## config.mk

```make
export PLATFORM = sky130hd
export DESIGN_NAME = mc_control_fsm
export DESIGN_NICKNAME = d
export VERILOG_FILES = /design/src/rtl/mc_ctrl_pkg.sv /design/src/rtl/mc_alu_op_decode.sv /design/src/rtl/mc_control_fsm.sv
export SDC_FILE = /design/constraint.sdc
export NUM_CORES = 1
export LEC_CHECK = 0
export ABC_AREA = 0
export CAP_MARGIN = 20
export CORE_MARGIN = 5
export CORE_UTILIZATION = 25
export CTS_BUF_LIST = sky130_fd_sc_hd__clkbuf_4
export DETAILED_ROUTE_END_ITERATION = 8
export PLACE_DENSITY = 0.65
export SLEW_MARGIN = 40
export SYNTH_ARGS = -nofsm -noshare
export SYNTH_HDL_FRONTEND = slang
export SYNTH_SLANG_ARGS = --single-unit
```

## constraint.sdc

```tcl
create_clock -name clk -period 6.35 [get_ports clk]
set_clock_uncertainty 0.1 [all_clocks]
set_input_delay 1.27 -clock clk [delete_from_list [all_inputs] [get_ports clk]]
set_output_delay 1.27 -clock clk [all_outputs]
set_load 0.05 [all_outputs]
```

## src/rtl/mc_ctrl_pkg.sv

```systemverilog
// Shared definitions for the multi-cycle MIPS control sequencer: state
// encoding, opcode/funct fields, ALU operation codes and datapath selects.
// The ALU uses the same operation codes, so keep them in step with it.
package mc_ctrl_pkg;

  // The encoding is visible on the debug `state` port and follows list order.
  typedef enum logic [3:0] {
    ST_FETCH   = 4'd0,
    ST_DECODE  = 4'd1,
    ST_EXEC_R  = 4'd2,
    ST_EXEC_I  = 4'd3,
    ST_ADDR    = 4'd4,
    ST_MEM_RD  = 4'd5,
    ST_MEM_WR  = 4'd6,
    ST_WB_R    = 4'd7,
    ST_WB_I    = 4'd8,
    ST_WB_MEM  = 4'd9,
    ST_BRANCH  = 4'd10,
    ST_JUMP    = 4'd11,
    ST_HALT    = 4'd12
  } state_e;

  // ALU operand B select.
  typedef enum logic [1:0] {
    SRC_B_REG  = 2'd0,
    SRC_B_INC  = 2'd1,
    SRC_B_SEXT = 2'd2,
    SRC_B_ZEXT = 2'd3
  } src_b_e;

  // PC load source.
  typedef enum logic [1:0] {
    PC_SRC_ALU    = 2'd0,
    PC_SRC_BRANCH = 2'd1,
    PC_SRC_JUMP   = 2'd2
  } pc_src_e;

  // Primary opcodes, instr[31:26].
  localparam logic [5:0] OP_RTYPE    = 6'b000000;
  localparam logic [5:0] OP_J        = 6'b000010;
  localparam logic [5:0] OP_BEQ      = 6'b000100;
  localparam logic [5:0] OP_BNE      = 6'b000101;
  localparam logic [5:0] OP_BGTZ     = 6'b000111;
  localparam logic [5:0] OP_ADDI     = 6'b001000;
  localparam logic [5:0] OP_ADDIU    = 6'b001001;
  localparam logic [5:0] OP_SLTI     = 6'b001010;
  localparam logic [5:0] OP_ANDI     = 6'b001100;
  localparam logic [5:0] OP_ORI      = 6'b001101;
  localparam logic [5:0] OP_XORI     = 6'b001110;
  localparam logic [5:0] OP_SPECIAL2 = 6'b011100;
  localparam logic [5:0] OP_LW       = 6'b100011;
  localparam logic [5:0] OP_SW       = 6'b101011;

  // R-type funct field, instr[5:0].
  localparam logic [5:0] F_SLL  = 6'b000000;
  localparam logic [5:0] F_SRL  = 6'b000010;
  localparam logic [5:0] F_SRA  = 6'b000011;
  localparam logic [5:0] F_SLLV = 6'b000100;
  localparam logic [5:0] F_SRLV = 6'b000110;
  localparam logic [5:0] F_SRAV = 6'b000111;
  localparam logic [5:0] F_ADD  = 6'b100000;
  localparam logic [5:0] F_ADDU = 6'b100001;
  localparam logic [5:0] F_SUB  = 6'b100010;
  localparam logic [5:0] F_SUBU = 6'b100011;
  localparam logic [5:0] F_AND  = 6'b100100;
  localparam logic [5:0] F_OR   = 6'b100101;
  localparam logic [5:0] F_XOR  = 6'b100110;
  localparam logic [5:0] F_NOR  = 6'b100111;
  localparam logic [5:0] F_SLT  = 6'b101010;
  localparam logic [5:0] F_SLTU = 6'b101011;

  // SPECIAL2 funct field.
  localparam logic [5:0] F_CLZ = 6'b100000;
  localparam logic [5:0] F_CLO = 6'b100001;

  // ALU operation codes. R-type operations reuse their funct value.
  localparam logic [5:0] ALU_ADD     = 6'b100000;
  localparam logic [5:0] ALU_ADDU    = 6'b100001;
  localparam logic [5:0] ALU_AND     = 6'b100100;
  localparam logic [5:0] ALU_OR      = 6'b100101;
  localparam logic [5:0] ALU_XOR     = 6'b100110;
  localparam logic [5:0] ALU_SLT     = 6'b101010;
  localparam logic [5:0] ALU_CMP_EQ  = 6'b011111;
  localparam logic [5:0] ALU_CMP_GTZ = 6'b001111;
  localparam logic [5:0] ALU_CLZ     = 6'b011101;
  localparam logic [5:0] ALU_CLO     = 6'b011100;

  // Logical immediates are zero-extended; arithmetic ones sign-extended.
  function automatic logic is_zext_imm(input logic [5:0] opcode);
    return (opcode == OP_ANDI) || (opcode == OP_ORI) || (opcode == OP_XORI);
  endfunction

  // State following DECODE. R-type funct legality is resolved in EXEC_R,
  // SPECIAL2 funct legality here.
  function automatic state_e decode_dispatch(input logic [5:0] opcode,
                                             input logic [5:0] funct);
    state_e nxt;
    case (opcode)
      OP_RTYPE:                      nxt = ST_EXEC_R;
      OP_ADDI, OP_ADDIU, OP_SLTI,
      OP_ANDI, OP_ORI, OP_XORI:      nxt = ST_EXEC_I;
      OP_LW, OP_SW:                  nxt = ST_ADDR;
      OP_BEQ, OP_BNE, OP_BGTZ:       nxt = ST_BRANCH;
      OP_J:                          nxt = ST_JUMP;
      OP_SPECIAL2:
        nxt = ((funct == F_CLZ) || (funct == F_CLO)) ? ST_EXEC_R : ST_HALT;
      default:                       nxt = ST_HALT;
    endcase
    return nxt;
  endfunction

endpackage

```

## src/rtl/mc_alu_op_decode.sv

```systemverilog
// Combinational ALU operation decode for the control sequencer. Maps the
// current state plus opcode/funct to the ALU operation code and reports
// whether the instruction is one the datapath supports.
import mc_ctrl_pkg::*;

module mc_alu_op_decode (
  input  state_e     state,
  input  logic [5:0] opcode,
  input  logic [5:0] funct,
  output logic [5:0] alu_op,
  output logic       legal
);

  logic [5:0] r_op;
  logic       r_legal;
  logic [5:0] s2_op;
  logic       s2_legal;
  logic [5:0] imm_op;

  // Per-format operation lookup, then select by state.
  // NOTE: every output of a combinational block gets a default at the top so
  // that no path leaves it unassigned, which would otherwise infer a latch.
  always_comb begin
    r_op     = ALU_ADD;
    r_legal  = 1'b1;
    s2_op    = ALU_ADD;
    s2_legal = 1'b1;
    imm_op   = ALU_ADD;
    alu_op   = ALU_ADD;
    legal    = 1'b1;

    case (funct)
      F_ADD, F_ADDU, F_SUB, F_SUBU, F_AND, F_OR, F_XOR, F_NOR,
      F_SLT, F_SLTU, F_SLL, F_SRL, F_SRA, F_SLLV, F_SRLV, F_SRAV:
        r_op = funct;
      default:
        r_legal = 1'b0;
    endcase

    case (funct)
      F_CLZ:   s2_op = ALU_CLZ;
      F_CLO:   s2_op = ALU_CLO;
      default: s2_legal = 1'b0;
    endcase

    case (opcode)
      OP_ADDIU: imm_op = ALU_ADDU;
      OP_SLTI:  imm_op = ALU_SLT;
      OP_ANDI:  imm_op = ALU_AND;
      OP_ORI:   imm_op = ALU_OR;
      OP_XORI:  imm_op = ALU_XOR;
      default:  imm_op = ALU_ADD;
    endcase

    case (opcode)
      OP_RTYPE:    legal = r_legal;
      OP_SPECIAL2: legal = s2_legal;
      OP_ADDI, OP_ADDIU, OP_SLTI, OP_ANDI, OP_ORI, OP_XORI,
      OP_LW, OP_SW, OP_BEQ, OP_BNE, OP_BGTZ, OP_J:
        legal = 1'b1;
      default:     legal = 1'b0;
    endcase

    case (state)
      ST_EXEC_R: alu_op = (opcode == OP_SPECIAL2) ? s2_op : r_op;
      ST_EXEC_I: alu_op = imm_op;
      ST_BRANCH: alu_op = (opcode == OP_BGTZ) ? ALU_CMP_GTZ : ALU_CMP_EQ;
      default:   alu_op = ALU_ADD;
    endcase
  end

endmodule

```

## src/rtl/mc_control_fsm.sv

```systemverilog
// Multi-cycle control sequencer for the MIPS datapath. Steps each instruction
// through fetch, decode, execute, memory and write-back, driving the ALU
// operation, operand selects and datapath enables. Outputs are decoded from
// the current state and IR; only the FETCH load strobes (qualified by
// mem_ready) and the branch PC write (qualified by alu_zero) look at inputs.
import mc_ctrl_pkg::*;

module mc_control_fsm #(
  parameter int PC_INC = 4
) (
  input  logic        clk,
  input  logic        rst_n,
  input  logic [31:0] instr,
  input  logic        alu_zero,
  input  logic        mem_ready,
  output logic [5:0]  alu_op,
  output logic        alu_src_a,
  output logic [1:0]  alu_src_b,
  output logic        pc_write,
  output logic [1:0]  pc_src,
  output logic        ir_write,
  output logic        mem_read,
  output logic        mem_write,
  output logic        iord,
  output logic        reg_write,
  output logic        reg_dst,
  output logic        mem_to_reg,
  output logic        illegal,
  output logic [3:0]  state
);

  // The increment itself is a datapath constant selected with alu_src_b=1;
  // the sequencer only guards against a nonsensical value.
  if ((PC_INC <= 0) || ((PC_INC % 4) != 0)) begin : g_bad_pc_inc
    $error("PC_INC must be a positive multiple of 4");
  end

  state_e     state_q, state_d;
  logic       illegal_q, illegal_d;

  logic [5:0] opcode;
  logic [5:0] funct;
  logic [5:0] dec_alu_op;
  logic       dec_legal;

  // Register fields and immediates are consumed by the datapath, not here.
  logic       unused_instr_bits;

  src_b_e     src_b_sel;
  pc_src_e    pc_src_sel;
  logic       src_a_sel;
  logic       pc_write_s, ir_write_s, mem_read_s, mem_write_s, reg_write_s;
  logic       iord_s, reg_dst_s, mem_to_reg_s;

  assign opcode            = instr[31:26];
  assign funct             = instr[5:0];
  assign unused_instr_bits = ^instr[25:6];

  mc_alu_op_decode u_alu_op_decode (
    .state  (state_q),
    .opcode (opcode),
    .funct  (funct),
    .alu_op (dec_alu_op),
    .legal  (dec_legal)
  );

  // Next-state selection and sticky illegal-instruction flag.
  always_comb begin
    state_d = state_q;
    case (state_q)
      ST_FETCH:  if (mem_ready) state_d = ST_DECODE;
      ST_DECODE: state_d = decode_dispatch(opcode, funct);
      ST_EXEC_R: state_d = dec_legal ? ST_WB_R : ST_HALT;
      ST_EXEC_I: state_d = ST_WB_I;
      ST_ADDR:   state_d = (opcode == OP_SW) ? ST_MEM_WR : ST_MEM_RD;
      ST_MEM_RD: if (mem_ready) state_d = ST_WB_MEM;
      ST_MEM_WR: if (mem_ready) state_d = ST_FETCH;
      ST_WB_R, ST_WB_I, ST_WB_MEM, ST_BRANCH, ST_JUMP:
                 state_d = ST_FETCH;
      ST_HALT:   state_d = ST_HALT;
      default:   state_d = ST_FETCH;
    endcase
    // HALT is only ever entered on an unsupported instruction.
    illegal_d = illegal_q | (state_d == ST_HALT);
  end

  // State and illegal flag registers.
  // NOTE: clocked state uses non-blocking assignments so every flop samples
  // its pre-edge inputs, independent of statement order.
  always_ff @(posedge clk or negedge rst_n) begin
    if (!rst_n) begin
      state_q   <= ST_FETCH;
      illegal_q <= 1'b0;
    end else begin
      state_q   <= state_d;
      illegal_q <= illegal_d;
    end
  end

  // Datapath selects and raw enables decoded from the current state.
  always_comb begin
    src_a_sel    = 1'b0;
    src_b_sel    = SRC_B_REG;
    pc_src_sel   = PC_SRC_ALU;
    pc_write_s   = 1'b0;
    ir_write_s   = 1'b0;
    mem_read_s   = 1'b0;
    mem_write_s  = 1'b0;
    reg_write_s  = 1'b0;
    iord_s       = 1'b0;
    reg_dst_s    = 1'b0;
    mem_to_reg_s = 1'b0;
    case (state_q)
      ST_FETCH: begin
        src_b_sel  = SRC_B_INC;
        mem_read_s = 1'b1;
        // IR and PC load on the cycle the memory returns the instruction.
        ir_write_s = mem_ready;
        pc_write_s = mem_ready;
      end
      ST_DECODE: src_b_sel = SRC_B_SEXT;
      ST_EXEC_R: begin
        src_a_sel = 1'b1;
        src_b_sel = SRC_B_REG;
      end
      ST_EXEC_I: begin
        src_a_sel = 1'b1;
        src_b_sel = is_zext_imm(opcode) ? SRC_B_ZEXT : SRC_B_SEXT;
      end
      ST_ADDR: begin
        src_a_sel = 1'b1;
        src_b_sel = SRC_B_SEXT;
      end
      ST_MEM_RD: begin
        mem_read_s = 1'b1;
        iord_s     = 1'b1;
      end
      ST_MEM_WR: begin
        mem_write_s = 1'b1;
        iord_s      = 1'b1;
      end
      ST_WB_R: begin
        reg_write_s = 1'b1;
        reg_dst_s   = 1'b1;
      end
      ST_WB_I: reg_write_s = 1'b1;
      ST_WB_MEM: begin
        reg_write_s  = 1'b1;
        mem_to_reg_s = 1'b1;
      end
      ST_BRANCH: begin
        src_a_sel  = 1'b1;
        src_b_sel  = SRC_B_REG;
        pc_src_sel = PC_SRC_BRANCH;
        // beq is taken on equality; bne and bgtz on a non-zero result.
        pc_write_s = (opcode == OP_BEQ) ? alu_zero : ~alu_zero;
      end
      ST_JUMP: begin
        pc_write_s = 1'b1;
        pc_src_sel = PC_SRC_JUMP;
      end
      default: ;
    endcase
  end

  assign alu_op     = dec_alu_op;
  assign alu_src_a  = src_a_sel;
  assign alu_src_b  = src_b_sel;
  assign pc_src     = pc_src_sel;
  assign iord       = iord_s;
  assign reg_dst    = reg_dst_s;
  assign mem_to_reg = mem_to_reg_s;

  // Write/request strobes are forced low while reset is held, so an aborted
  // transfer drops immediately and the FETCH request does not appear early.
  assign pc_write  = pc_write_s  & rst_n;
  assign ir_write  = ir_write_s  & rst_n;
  assign mem_read  = mem_read_s  & rst_n;
  assign mem_write = mem_write_s & rst_n;
  assign reg_write = reg_write_s & rst_n;

  assign illegal = illegal_q;
  assign state   = state_q;

endmodule

```

==> summary.txt, run 1 <==
Synthesis
  • Area of the mapped netlist: 986 um^2
  • Share of synthesized flip-flops with an asynchronous set or reset: 100%
  • Avg Inst Size Synth: around 6.5 um^2
  • Syn_nets: between 150 and 200
  • Total of flip-flops plus latches after synthesis: 5
  • Number of warnings printed during yosys synthesis: 0
  • Top FF cell, synth: sky130_fd_sc_hd__dfrtp_1
  • Post-synthesis cell type count: 47
  • Sequential element share of the synthesized area: ~13%
  • Post-synthesis simple-gate area fraction: 49.4%
  • Adder-cell area share of the yosys netlist: 0%
  • Number of enable flip-flop cells after synthesis: 0
  • Top cell types by occurrence after synthesis: sky130_fd_sc_hd__nor2_1, sky130_fd_sc_hd__nand2_1, sky130_fd_sc_hd__nand2b_1, sky130_fd_sc_hd__a21oi_1, sky130_fd_sc_hd__clkbuf_1
  • Cells taking the most area after synthesis: sky130_fd_sc_hd__dfrtp_1, sky130_fd_sc_hd__nor2_1, sky130_fd_sc_hd__nand2b_1, sky130_fd_sc_hd__nand2_1, sky130_fd_sc_hd__a21oi_1
  • Biggest area consumer among synthesized cells: sky130_fd_sc_hd__dfrtp_1
  • Main combinational cell family by area after synthesis: simple AND/OR/NAND/NOR gates
  • Number of instances in the synthesized netlist: between 150 and 200
  • Post-synthesis share of cell area spent on xor and xnor gates: under 10%
  • Synth top area share: ~13%
  • Most common cell in the synthesized netlist: sky130_fd_sc_hd__nor2_1
  • Mux contribution to synthesized area: about 1%
  • Post-synthesis compound-gate area fraction: 25.4%

Power and ir drop
  • Static Leak: 0.519 nW
  • Highest ir drop seen on vdd: between 0.00009 and 0.0001 V
  • Sequential fraction of design power: between 10% and 20%
  • Switching power: 0.281 mW
  • Relative contribution of the clock network to total power: under 10%
  • Internal Dissipation: between 0.2 and 0.25 mW
  • Switching part of the total power: between 50 and 60%
  • Combinational group share of total power: between 70% and 80%
  • Total power density per cell area: ~350 nW/um^2

Worst setup path
  • CP cell instances: clkdlybuf4s50_1, or3_4, and4bb_4, nor2b_1, a311o_1, a32o_1, clkdlybuf4s50_1
  • Slowest cell delay on critical path: about 0.81 ns
  • Critical path data required time: roughly 5 ns
  • Most common cell on crit path: sky130_fd_sc_hd__clkdlybuf4s50_1
  • Critical Path AT: ~4.0 ns
  • Highest-delay cell along the critical path: sky130_fd_sc_hd__clkdlybuf4s50_1
  • Category of the most critical setup path: input pin to output port
  • Critical path buffer and inverter count: 2
  • Worst Setup End Kind: output port
  • Family with the most delay on the worst path: buffers and inverters
  • Launching element type of the critical path: input pin
  • Crit-path max FO: 13

Die
  • Initial cell density of the core: between 20% and 30%
  • Floorplan die width: about 73 um
  • Area of the die: 5300 um^2
  • Die height: around 73 um
  • Total number of placement rows: 22
  • Top Ports: 60
  • Placeable core region: about 3700 um^2

Run
  • Number of max-cap violations: 0

Timing
  • Achievable Freq: 187 MHz
  • Count of final setup violators: 0
  • Normalized max-slew margin: roughly three fifths
  • Count of final max-slew check failures: 0
  • RSZ-0062 raised after global routing: no
  • Hold Vio Cnt, Final: 0
  • Final setup TNS: 0 ns
  • Fin crit share: a little over four fifths
  • Worst slew pin tran: between 0.5 and 0.6 ns
  • Period minus WS final: around 5.4 ns
  • Worst setup margin: ~1 ns

CTS
  • Clock H-tree levels: 1
  • Maximum root-to-sink buffer count: 2
  • Post-CTS setup buffer count: 0
  • Clock tree from TritonCTS: built
  • Hold Buf Count CTS: 0
  • Total clock sinks: 5
  • Count of cells resized by post-cts repair: 0
  • TritonCTS Buffers: 3
  • Clock Latency Late Sink: between 0.2 and 0.25 ns
  • CTS root buffer: sky130_fd_sc_hd__clkbuf_4
  • Clock-pin slew on the worst setup and hold paths: around 0.040 ns

Global route
  • First-pass GRT wire length: 5130 um
  • GRT Total Usage: a little under an eighth
  • Gr ovfl total: 0
  • Number of global-route vias before repair: about 1,100
  • Pin count of the biggest net entering global routing: 20
  • Antenna violations before repair: 0

Placed design
  • Placer Congestion: just over 0.8
  • Port Buffers: 39
  • Estimated wirelength of the detail-placed design: around 2400 um
  • Worst setup timing slack at the placement stage: between 1 and 1.5 ns

Drt
  • DRC violations left: 0
  • Total wirelength of the detailed-routed design: 3070 um
  • Initial DRT Pass Iterations: 4
  • Antenna Nets Post-Route: 0
  • Via density per instance: 5.20
  • Number of vias after detailed routing: roughly 1,200
  • Iteration-0 DRC Markers: approximately 90
  • Wire length per cell: around 13 um

Finish
  • Layout Area Growth over Synthesis: 43.8%
  • Fill count: ~400
  • Ratio of cells with drive above 1 in the final layout: approximately 6.6%
  • Post-layout net count: between 200 and 250
  • # diodes: 0

Outcome
  • Result of the run: finished clean

Worst hold path
  • HP Class: flop to flop
[kinds of logic (layout without fill, tap and decap cells)]
| family | after synthesis | count (layout) |
|---|---|---|
| buf+inv | 19 | 51 |
| xor+xnor | 4 | 4 |
| simple gates | 86 | 86 |
| compound gates | 36 | 36 |
| flops | 5 | 5 |
| mux | 1 | 1 |
[per-layer routing]
layer / part of all wire [%] / up-vias / global-route usage [%] / wire, um
met3: 7.4 / 0 / 2.89 / 228
met4: 0 / 0 / 1.84 / 0
li1: - / 613 / - / -
met5: 0 / - / 0 / 0
met2: 44 / 39 / 17.5 / 1350
met1: 48 / 550 / 16.7 / 1490
[worst reg2reg max path, delay by kind of cell, from the launching register on]
family             cells  cell delay [ns]
and+or+nand+nor        4             0.96
DFF                    1             0.58
AOI/OAI and AO/OA      1             0.34
[layout make-up]
type | instances | area [um^2] | share of cell area, %
sequential | 5 | 125 | 8.83
clock buffer | 4 | 30.0 | 2.12
inverter | 8 | 30.0 | 2.12
tap | 48 | 60.1 | 4.24
timing repair buffer | 39 | 390 | 27.5
multi-input combinational | 127 | 782 | 55.2
[power groups by stage]
stage / registers (mW) / clock network, mW / logic (mW)
global route: 0.0969 / 0.0459 / 0.388
floorplan: 0.101 / 0 / 0.245
finish: 0.0916 / 0.0394 / 0.363
CTS: 0.0920 / 0.0412 / 0.366
detailed placement: 0.0931 / 0 / 0.365
global placement: 0.0922 / 0 / 0.363
[layout by cell type, fill, tap and decap left out, drive strengths merged, types with 5 or more instances in the layout]
cell and count:
nand2 13, a21oi 9, clkdlybuf4s50 39, o21ai 5, nand3b 5, dfrtp 5
nor3 8, nor2b 7, inv 8, nor2 17, nand2b 10
[state kept, by name, indices dropped and copies added (netlist names)]
signal,flops
state,4
illegal,1
[worst paths after layout]
kind / startpoint / to / slack [ns] / cells past startpoint
worst max-delay path: instr[26] / alu_op[0] / 0.99 / 7
worst min-delay path: illegal / illegal / 0.44 / 1
worst max register to register: state[1] / illegal / 4.25 / 5
worst min register to register: illegal / illegal / 0.44 / 1
max in group asynchronous: rst_n / illegal / 4.74 / 1
min in group asynchronous: rst_n / state[1] / 1.18 / 1
[stage by stage]
stage	util [%]	std cells	area, um^2	total power [mW]	hold WS, ns
2_1_floorplan	-	151	986	0.346	0.721
3_3_place_gp	37.1	227	1390	0.455	0.427
3_5_place_dp	37.1	227	1390	0.458	0.446
4_1_cts	37.9	231	1420	0.499	0.455
5_1_grt	37.9	231	1420	0.531	0.477
6_report	37.9	231	1420	0.495	0.445
Note: power is estimated with default switching activity, not from simulation.
==> run 2: changes to the inputs <==
- clock period: 6.35 -> 5 ns (I/O delays scaled with it)
==> run 2 against run 1 <==
Count of clock-buffer cells in the layout unchanged. Sequential share of layout area decreased by 0.21 points. Highest routed layer unchanged. Design area increased by 2.5%. Largest power group unchanged. Critical endpoint unchanged.
==> summary.txt, run 2 (same netlist as run 1, synthesis figures left out) <==
Placed design
  • Placer Congestion: 0.825 (-0.90%)
  • Estimated wirelength of the detail-placed design: 2440 um (-0.14%)
  • Placement Cell Area: 1420 um^2 (+2.5%)
  • Port Buffers: 39 (unchanged)
  • Worst setup timing slack at the placement stage: 0.477 ns (-0.536 ns)

CTS
  • Clock-pin slew on the worst setup and hold paths: 0.04 ns (about the same)
  • Total clock sinks: 5 (unchanged)
  • Post-CTS setup buffer count: 0 (unchanged)
  • Clock tree from TritonCTS: built
  • CTS root buffer: sky130_fd_sc_hd__clkbuf_4
  • Clock H-tree levels: 1 (unchanged)
  • Maximum root-to-sink buffer count: 2 (unchanged)
  • Count of cells resized by post-cts repair: 0 (unchanged)
  • Clock Latency Late Sink: 0.23 ns (about the same)
  • Hold Buf Count CTS: 0 (unchanged)
  • TritonCTS Buffers: 3 (unchanged)

Timing
  • Worst slew pin tran: 0.616 ns (+0.0338 ns)
  • Period minus WS final: approximately 4.5 ns
  • Count of final setup violators: 0 (unchanged)
  • Normalized max-slew margin: 58.3% (-2.3 points)
  • Hold Vio Cnt, Final: 0 (unchanged)
  • Achievable Freq: 221 MHz
  • RSZ-0062 raised after global routing: no
  • Final setup TNS: 0 ns (unchanged)
  • Count of final max-slew check failures: 0 (unchanged)
  • Fin crit share: about nine tenths
  • Worst setup margin: 0.476 ns (-0.515 ns)

Global route
  • Antenna violations before repair: 0 (unchanged)
  • Number of global-route vias before repair: 1,045 (-5.1%)
  • First-pass GRT wire length: 4960 um (-3.4%)
  • Gr ovfl total: 0 (unchanged)
  • Pin count of the biggest net entering global routing: 20 (unchanged)
  • GRT Total Usage: 11.4% (-0.16 points)

Finish
  • Finished Core Util: 38.8% (+0.94 points)
  • Layout Area Growth over Synthesis: 47.3%
  • Flip-flop count of the largest register after layout: 4 (unchanged)
  • Fill count: 420 (+2.2%)
  • Ratio of cells with drive above 1 in the final layout: 9.57% (+3.0 points)
  • Final instance area: 1450 um^2 (+2.5%)
  • # diodes: 0 (unchanged)
  • Most common cell after layout, fill and taps aside: sky130_fd_sc_hd__clkdlybuf4s50_1
  • Leading cell types in the layout, fill and taps excluded: sky130_fd_sc_hd__clkdlybuf4s50_1, sky130_fd_sc_hd__nor2_1, sky130_fd_sc_hd__nand2_1
  • Post-layout net count: 225 (+2.3%)

Drt
  • Total wirelength of the detailed-routed design: 3050 um (-0.68%)
  • Antenna Nets Post-Route: 0 (unchanged)
  • Wire length per cell: 12.9 um (-2.8%)
  • Number of vias after detailed routing: 1,202 (unchanged)
  • Highest routed layer: met3
  • Initial DRT Pass Iterations: 4 (unchanged)
  • Met2 Wirelength: 1330 um (-1.8%)
  • Metal3 WL: 240 um (+5.3%)
  • DRT met1 WL: 1480 um (-0.54%)
  • Iteration-0 DRC Markers: 97 (+6.6%)
  • DRC violations left: 0 (unchanged)
  • Via density per instance: 5.09 (-2.1%)

Worst hold path
  • Hold worst-path end: illegal
  • HP Class: flop to flop
  • Number of stages on the worst hold path: 1 (unchanged)
  • Hold Startpoint: illegal

Worst setup path
  • Worst r2r src: state[3]
  • Category of the most critical setup path: input pin to output port
  • Family with the most delay on the worst path: buffers and inverters
  • Most common cell on crit path: sky130_fd_sc_hd__clkdlybuf4s50_1
  • FF-to-FF setup slack: 2.89 ns (-1.36 ns)
  • Launching element type of the critical path: input pin
  • Slowest cell delay on critical path: 0.80 ns (about the same)
  • Worst Setup End Kind: output port
  • CP cell instances: clkdlybuf4s50_1, nor3b_1, and4bb_4, nor2b_1, a311o_1, a32o_1, clkdlybuf4s50_1
  • Endpoint of the worst register-to-register path: illegal
  • Critical Path AT: 3.42 ns (-0.57 ns)
  • Crit-path max FO: 6 (-7)
  • Critical path data required time: 3.90 ns (-1.08 ns)
  • Critical path buffer and inverter count: 2 (unchanged)
  • Number of cells on the worst reg-to-reg path: 4 (-1)
  • Highest-delay cell along the critical path: sky130_fd_sc_hd__clkdlybuf4s50_1

Die
  • Die height: 72.8 um (unchanged)
  • Area of the die: 5300 um^2 (unchanged)
  • Placeable core region: 3740 um^2 (unchanged)
  • Initial cell density of the core: 26.3% (unchanged)
  • Top Ports: 60 (unchanged)
  • Floorplan die width: 72.8 um (unchanged)
  • Total number of placement rows: 22 (unchanged)

Power and ir drop
  • Total power density per cell area: 434 nW/um^2 (+24%)
  • Highest ir drop seen on vdd: 0.000114 V (+14%)
  • Static Leak: 0.545 nW (+5.0%)
  • Post-layout total power: 0.630 mW (+27%)

Outcome
  • Result of the run: finished clean

Run
  • Number of max-cap violations: 0 (unchanged)
[run 2: cell types whose count changed in the layout (fill, tap and decap cells not counted)]
cell | before | now
sky130_fd_sc_hd__buf_4 | 0 | 6
sky130_fd_sc_hd__clkdlybuf4s50_1 | 39 | 38
[run 2: per-layer routing]
layer | vias up | GRT usage [%]
li1 | 621 | -
met1 | 527 | 16.8
met2 | 54 | 17.6
met3 | 0 | 1.24
met4 | 0 | 2.46
met5 | - | 0
[run 2: final cells by class]
class | count | area (um^2) | area share [%]
inverter | 8 | 30.0 | 2.07
clock buffer | 4 | 30.0 | 2.07
multi-input combinational | 127 | 782 | 53.8
sequential | 5 | 125 | 8.61
tap | 48 | 60.1 | 4.13
timing repair buffer | 44 | 425 | 29.3
[run 2: how the worst max path moves through the flow]
| stage | startpoint | end | slack [ns] | cells after the start |
|---|---|---|---|---|
| detailed placement | instr[5] | alu_op[0] | 0.48 | 7 |
| finish | instr[5] | alu_op[0] | 0.48 | 7 |
| CTS | instr[5] | alu_op[0] | 0.48 | 7 |
| global placement | instr[27] | alu_op[0] | 0.50 | 7 |
| global route | instr[5] | alu_op[0] | 0.37 | 7 |
| floorplan | instr[31] | pc_write | 0.73 | 6 |
[run 2: where the power goes]
part           leakage, nW  switching, mW  internal (mW)  total [mW]
Sequential          0.0631         0.0590         0.0573       0.116
Clock               0.0184         0.0149         0.0355      0.0504
Combinational        0.463          0.284          0.180       0.464
Total                0.545          0.357          0.273       0.630
[run 2: per-stage QoR]
step                      hold WS (ns)  instances
final                            0.427        236
after global routing             0.455        236
after CTS                        0.433        236
after detailed placement         0.423        232
after global placement           0.426        232
after floorplan                  0.604        151
